===== src/rtl/mem_arb_pkg.sv =====
// Shared types and constants for the unified-memory port arbiter.
package mem_arb_pkg;

  typedef enum logic [1:0] {
    StIdle  = 2'd0,
    StBusyI = 2'd1,
    StBusyD = 2'd2,
    StDone  = 2'd3
  } arb_state_e;

  typedef enum logic {
    ReqI = 1'b0,
    ReqD = 1'b1
  } req_id_e;

  localparam logic [31:0] ErrDataDefault = 32'hDEAD_BEEF;

endpackage


===== src/rtl/arb_timeout_ctr.sv =====
// Saturating watchdog counter: cleared on a new transaction, advanced while one is outstanding.
module arb_timeout_ctr #(
  parameter int unsigned Timeout = 64
) (
  input  logic clk_i,
  input  logic rst_i,
  input  logic clr_i,
  input  logic en_i,
  output logic expired_o
);

  localparam int unsigned CntW = (Timeout > 1) ? $clog2(Timeout) : 1;
  localparam logic [CntW-1:0] CntMax = CntW'(Timeout - 1);

  logic [CntW-1:0] cnt_q, cnt_d;

  assign expired_o = (cnt_q == CntMax);

  always_comb begin
    cnt_d = cnt_q;
    if (clr_i) begin
      cnt_d = '0;
    end else if (en_i && !expired_o) begin
      cnt_d = cnt_q + CntW'(1);
    end
  end

  always_ff @(posedge clk_i) begin
    if (rst_i) begin
      cnt_q <= '0;
    end else begin
      cnt_q <= cnt_d;
    end
  end

endmodule


===== src/rtl/mem_port_arbiter.sv =====
// Arbitrates instruction fetch and data accesses onto one variable-latency memory port.
module mem_port_arbiter
  import mem_arb_pkg::*;
#(
  parameter int unsigned   AW         = 32,
  parameter int unsigned   DW         = 32,
  parameter int unsigned   MAX_STREAK = 4,
  parameter int unsigned   TIMEOUT    = 64,
  parameter logic [DW-1:0] ERR_DATA   = DW'(ErrDataDefault)
) (
  input  logic          clk,
  input  logic          rst,
  input  logic          if_req,
  input  logic [AW-1:0] if_addr,
  output logic [DW-1:0] if_rdata,
  output logic          if_valid,
  output logic          if_stall,
  input  logic          dm_req,
  input  logic          dm_we,
  input  logic [AW-1:0] dm_addr,
  input  logic [DW-1:0] dm_wdata,
  output logic [DW-1:0] dm_rdata,
  output logic          dm_valid,
  output logic          dm_stall,
  output logic          m_req,
  output logic          m_we,
  output logic [AW-1:0] m_addr,
  output logic [DW-1:0] m_wdata,
  input  logic [DW-1:0] m_rdata,
  input  logic          m_ready,
  output logic          err_timeout
);

  localparam int unsigned StreakW = $clog2(MAX_STREAK + 1);
  localparam logic [StreakW-1:0] StreakMax = StreakW'(MAX_STREAK);

  arb_state_e       state_q, state_d;
  logic             m_req_q, m_req_d, m_we_q, m_we_d;
  logic [AW-1:0]    m_addr_q, m_addr_d;
  logic [DW-1:0]    m_wdata_q, m_wdata_d;
  logic [DW-1:0]    if_rdata_q, if_rdata_d, dm_rdata_q, dm_rdata_d, rdata_sel;
  logic             if_valid_q, if_valid_d, dm_valid_q, dm_valid_d;
  logic             err_q, err_d;
  logic [StreakW-1:0] streak_q, streak_d;
  logic             grant_d, grant_i;
  logic             ctr_clr, ctr_en, ctr_expired;
  req_id_e          busy_id;

  arb_timeout_ctr #(
    .Timeout(TIMEOUT)
  ) u_timeout (
    .clk_i    (clk),
    .rst_i    (rst),
    .clr_i    (ctr_clr),
    .en_i     (ctr_en),
    .expired_o(ctr_expired)
  );

  assign busy_id = (state_q == StBusyD) ? ReqD : ReqI;

  always_comb begin
    state_d    = state_q;
    m_req_d    = m_req_q;
    m_we_d     = m_we_q;
    m_addr_d   = m_addr_q;
    m_wdata_d  = m_wdata_q;
    if_rdata_d = if_rdata_q;
    dm_rdata_d = dm_rdata_q;
    if_valid_d = 1'b0;
    dm_valid_d = 1'b0;
    err_d      = err_q;
    grant_d    = 1'b0;
    grant_i    = 1'b0;
    ctr_clr    = 1'b0;
    ctr_en     = 1'b0;
    rdata_sel  = m_rdata;

    unique case (state_q)
      StIdle: begin
        // Data belongs to the older instruction, unless fetch has waited out a full streak.
        if (dm_req && !(if_req && streak_q == StreakMax)) begin
          grant_d   = 1'b1;
          state_d   = StBusyD;
          m_req_d   = 1'b1;
          m_we_d    = dm_we;
          m_addr_d  = dm_addr;
          m_wdata_d = dm_wdata;
          ctr_clr   = 1'b1;
        end else if (if_req) begin
          grant_i   = 1'b1;
          state_d   = StBusyI;
          m_req_d   = 1'b1;
          m_we_d    = 1'b0;
          m_addr_d  = if_addr;
          m_wdata_d = '0;
          ctr_clr   = 1'b1;
        end
      end
      StBusyI, StBusyD: begin
        ctr_en = 1'b1;
        if (m_ready || ctr_expired) begin
          m_req_d   = 1'b0;
          state_d   = StDone;
          rdata_sel = m_ready ? m_rdata : ERR_DATA;
          if (!m_ready) err_d = 1'b1;
          if (busy_id == ReqI) begin
            if_valid_d = 1'b1;
            if_rdata_d = rdata_sel;
          end else begin
            dm_valid_d = 1'b1;
            if (!m_we_q || !m_ready) dm_rdata_d = rdata_sel;
          end
        end
      end
      StDone:  state_d = StIdle;
      default: state_d = StIdle;
    endcase

    streak_d = streak_q;
    if (!if_req || grant_i) begin
      streak_d = '0;
    end else if (grant_d && streak_q != StreakMax) begin
      streak_d = streak_q + StreakW'(1);
    end
  end

  always_ff @(posedge clk) begin
    if (rst) begin
      state_q    <= StIdle;
      m_req_q    <= 1'b0;
      m_we_q     <= 1'b0;
      m_addr_q   <= '0;
      m_wdata_q  <= '0;
      if_rdata_q <= '0;
      dm_rdata_q <= '0;
      if_valid_q <= 1'b0;
      dm_valid_q <= 1'b0;
      err_q      <= 1'b0;
      streak_q   <= '0;
    end else begin
      state_q    <= state_d;
      m_req_q    <= m_req_d;
      m_we_q     <= m_we_d;
      m_addr_q   <= m_addr_d;
      m_wdata_q  <= m_wdata_d;
      if_rdata_q <= if_rdata_d;
      dm_rdata_q <= dm_rdata_d;
      if_valid_q <= if_valid_d;
      dm_valid_q <= dm_valid_d;
      err_q      <= err_d;
      streak_q   <= streak_d;
    end
  end

  assign m_req       = m_req_q;
  assign m_we        = m_we_q;
  assign m_addr      = m_addr_q;
  assign m_wdata     = m_wdata_q;
  assign if_rdata    = if_rdata_q;
  assign dm_rdata    = dm_rdata_q;
  assign if_valid    = if_valid_q;
  assign dm_valid    = dm_valid_q;
  assign err_timeout = err_q;
  assign if_stall    = if_req & ~if_valid_q;
  assign dm_stall    = dm_req & ~dm_valid_q;

endmodule


===== config.mk =====
export PLATFORM = sky130hd
export DESIGN_NAME = mem_port_arbiter
export DESIGN_NICKNAME = d
export VERILOG_FILES = /design/src/rtl/mem_arb_pkg.sv /design/src/rtl/arb_timeout_ctr.sv /design/src/rtl/mem_port_arbiter.sv
export SDC_FILE = /design/constraint.sdc
export NUM_CORES = 1
export LEC_CHECK = 0
export CAP_MARGIN = 20
export CORE_ASPECT_RATIO = 1.75
export CORE_MARGIN = 3
export CORE_UTILIZATION = 41
export CTS_CLUSTER_DIAMETER = 60
export CTS_CLUSTER_SIZE = 16
export DETAILED_ROUTE_END_ITERATION = 7
export PLACE_DENSITY = 0.85
export SLEW_MARGIN = 25
export SYNTH_ARGS = -nofsm -noshare
export SYNTH_HDL_FRONTEND = slang
export SYNTH_HIERARCHICAL = 1
export SYNTH_SLANG_ARGS = --single-unit

===== constraint.sdc =====
create_clock -name clk -period 2.5 [get_ports clk]
set_input_delay 0.25 -clock clk [delete_from_list [all_inputs] [get_ports clk]]
set_output_delay 0.25 -clock clk [all_outputs]
set_load 0.05 [all_outputs]

==> run metrics <==
status=finished, final reports clean; detailed-routing iteration count for the pre-antenna-repair pass=5; CP Capture Type=flop; Num Clock Sinks=between 100 and 150; post-CTS setup buffers=0; num ports=between 200 and 300; vias after detailed routing=5422; net switching power figure=4.47 mW; leading register cell type out of synthesis=sky130_fd_sc_hd__dfxtp_1; number of buffers inserted for hold repair after clock tree synthesis=0; Floorplan Core Area=~13000 um^2; DR vias/cell=approximately 5.1; die width=95.0 um; post-route antenna net violation count=0; maximum frequency from static timing analysis=476 MHz; final number of max-transition violations=0; final critical delay including setup and external delays=roughly 2100 ps; Setup violations, final=0; number of synthesized flops with an enable pin=0; slowest stage cell on the critical path=sky130_fd_sc_hd__o21a_2; clock slew at reported path FFs=about 70 ps; actual slew at the worst max-slew pin=681 ps; dpl cells=just over 1000; most common cell type on the critical path=sky130_fd_sc_hd__and3_2; total nets after synthesis=755; setup TNS after final layout=0 ps; Detail Placement HPWL=about 12000 um; HP Class=input pin to flop; via count of the first global-routing pass=around 5400; static leakage power=3.35 nW; number of nets in the layout=just over 1000; max_cap viols=0; total internal power=approximately 6.0 mW; Largest stage delay, worst path=approximately 490 ps; chip height=162 um; largest area contributor in the netlist=sky130_fd_sc_hd__dfxtp_1; type of element launching the critical path=flop; CTS tree=built; final wirelength=approximately 17000 um; cell chosen for the clock root=sky130_fd_sc_hd__clkbuf_16; fraction of synthesized cell area taken by the top area cell type=between 50% and 60%; count of H-tree levels built during CTS=4; post-route DRC violation count=0; number of warnings issued by yosys=6; initial core utilization=a little over two fifths; post-CTS sizing=0; number of fill cells in the layout=between 1000 and 1500; proportion of power drawn by the clock network=a little under a quarter; share of total power consumed by net switching=between 40% and 50%; synth top area cells=sky130_fd_sc_hd__dfxtp_1, sky130_fd_sc_hd__nor2_1, sky130_fd_sc_hd__a311oi_2; total congestion overflow=0; number of antenna violations at the first check in global routing=0; Post-Syn Area per Cell=approximately 9.2 um^2; Power per Cell Area=about 1200 nW/um^2; setup repair after global routing missed its margin=no; gpl congestion=roughly 0.8; ratio of cells with drive above 1 in the final layout=11.4%; post-route clock period utilization=a little over four fifths; peak supply drop=about 0.55 mV; required time of the critical path=2830 ps; area of the mapped netlist=around 5700 um^2; global-route wire length before repair=approximately 27000 um; ordered cell list for the critical path=ha_1 > and3_2 > and3_2 > nor2b_2 > o21a_2 > nor2_1 > nor3_2; Skew-Pair Late Insertion Delay=around 410 ps; TritonCTS buffer count=17; routed wirelength normalized by instance count=roughly 16 um; arrival time of the worst setup path=~2400 ps; area grow syn2layout=58.9%; clock tree skew after final layout=11.4 ps; clk buf depth=2; number of violations reported at the end of detailed-routing iteration 0=around 180; critical-path maximum fanout=24; number of distinct standard cells referenced by the synthesized netlist=between 40 and 50; endpoints failing hold=0; antenna diode count=0; die outline area=roughly 15000 um^2; register bit count reported by yosys=144; GRT Overall Usage=between 20% and 30%; Seq/Total Area, Yosys=approximately half; Post-synth ARST share=0%; slew margin rel.=around 54%; Port Buffer Count=around 270; number of rows in the core area=between 50 and 60; post-synthesis cell count=roughly 600; critical path start-end classification=flop to flop; largest net degree at the start of global routing=between 40 and 50; post-route insts no fill=around 1100; part of the power in registers=30.2%; part of the total power dissipated in combinational logic=between 40% and 50%
## layout by cell type (no fill, tap or decap), drive strengths merged, types with 2 or more instances in the layout
| master | count |
|---|---|
| clkdlybuf4s50 | 266 |
| nor2 | 156 |
| dfxtp | 144 |
| nand2 | 74 |
| nor3 | 49 |
| a22o | 33 |
| a311oi | 33 |
| clkbuf | 18 |
| a22oi | 17 |
| inv | 16 |
| buf | 14 |
| ha | 7 |
| a21oi | 6 |
| clkinvlp | 5 |
| o21ai | 5 |
| mux2i | 4 |
| nor3b | 4 |
| nor2b | 4 |
| a31oi | 3 |
| and2 | 2 |
| nand4 | 2 |
| or3 | 2 |
| and3 | 2 |
## layer usage
| layer | vias to the layer above | GRT usage [%] | share of wire [%] | routed length (um) |
|---|---|---|---|---|
| met3 | 36 | 5.65 | 6.3 | 1060 |
| met1 | 2551 | 22.2 | 35 | 5930 |
| met4 | 0 | 10.7 | 3.5 | 589 |
| met5 | - | 0 | 0 | 0 |
| li1 | 2635 | - | - | - |
| met2 | 200 | 41.4 | 55 | 9300 |
## critical path, delay by kind of cell (launching register included)
family / cells / cell delay [ps]
fa+ha+maj: 1 / 200
compound gates: 1 / 490
simple gates: 5 / 940
flops: 1 / 380
## Yosys cell counts, types with 3 or more instances
master,number
sky130_fd_sc_hd__nor3_2,10
sky130_fd_sc_hd__a311oi_1,3
sky130_fd_sc_hd__a22o_1,33
sky130_fd_sc_hd__clkbuf_1,8
sky130_fd_sc_hd__a311oi_2,30
sky130_fd_sc_hd__nor3_1,39
sky130_fd_sc_hd__inv_1,6
sky130_fd_sc_hd__buf_1,4
sky130_fd_sc_hd__o21ai_0,3
sky130_fd_sc_hd__dfxtp_1,144
sky130_fd_sc_hd__mux2i_1,4
sky130_fd_sc_hd__ha_1,7
sky130_fd_sc_hd__buf_6,3
sky130_fd_sc_hd__buf_4,12
sky130_fd_sc_hd__nor3b_1,3
sky130_fd_sc_hd__a21oi_1,6
sky130_fd_sc_hd__nor2_1,153
sky130_fd_sc_hd__a31oi_1,3
sky130_fd_sc_hd__nor2b_1,3
sky130_fd_sc_hd__nand2_1,73
sky130_fd_sc_hd__a22oi_1,17
sky130_fd_sc_hd__buf_2,18
## state kept, by name, indices dropped and copies added, names as in the netlist
register,cells
dm_valid,1
m_addr,32
m_we,1
streak_q,3
if_valid,1
m_req,1
if_rdata,32
state_q,2
err_timeout,1
m_wdata,32
dm_rdata,32
u_timeout/cnt_q,6
## power by group through the flow
stage / Combinational [mW] / Clock [mW] / Sequential (mW)
floorplan: 1.42 / 0 / 5.00
global placement: 4.77 / 0 / 3.16
detailed placement: 4.82 / 0 / 3.19
CTS: 4.83 / 2.55 / 3.14
global route: 5.06 / 2.62 / 3.21
finish: 4.80 / 2.47 / 3.14
## kinds of logic after synthesis
group                      Yosys count  synth area share, %
DFF                                144                 50.8
and+or+nand+nor                    303                 23.9
muxes                                4                0.705
AOI/OAI and AO/OA                  103                 18.0
adders and majority gates            7                 1.54
buffers and inverters               53                 5.09
## path summary, 6_finish.rpt
check	end	depth (start not counted)	startpoint	slack, ps
setup / recovery	dm_rdata[12]	7	u_timeout/cnt_q[0]	400
hold / removal	state_q[0]	2	rst	300
setup reg to reg	dm_rdata[12]	7	u_timeout/cnt_q[0]	400
hold reg to reg	m_wdata[20]	1	m_wdata[20]	470
## area by class of cell
type | count | area (um^2) | area share (%)
Inverter | 8 | 30.0 | 0.333
Tap cell | 174 | 218 | 2.41
Multi-Input combinational cell | 417 | 2510 | 27.9
Sequential cell | 144 | 2880 | 32.0
Clock buffer | 18 | 439 | 4.87
Clock inverter | 14 | 145 | 1.61
Timing Repair Buffer | 280 | 2790 | 31.0
## through the flow
stage	area, um^2	util, %	hold WS (ps)	total power [mW]	worst slack, ps
CTS	9010	67.0	282	10.5	77.8
global route	9020	67.0	314	10.9	151
finish	9020	67.0	304	10.4	398
detailed placement	8430	62.7	457	8.01	107
global placement	8430	62.7	456	7.93	311
floorplan	5680	-	327	6.42	656
No activity file was read; power rests on OpenSTA's default activity.
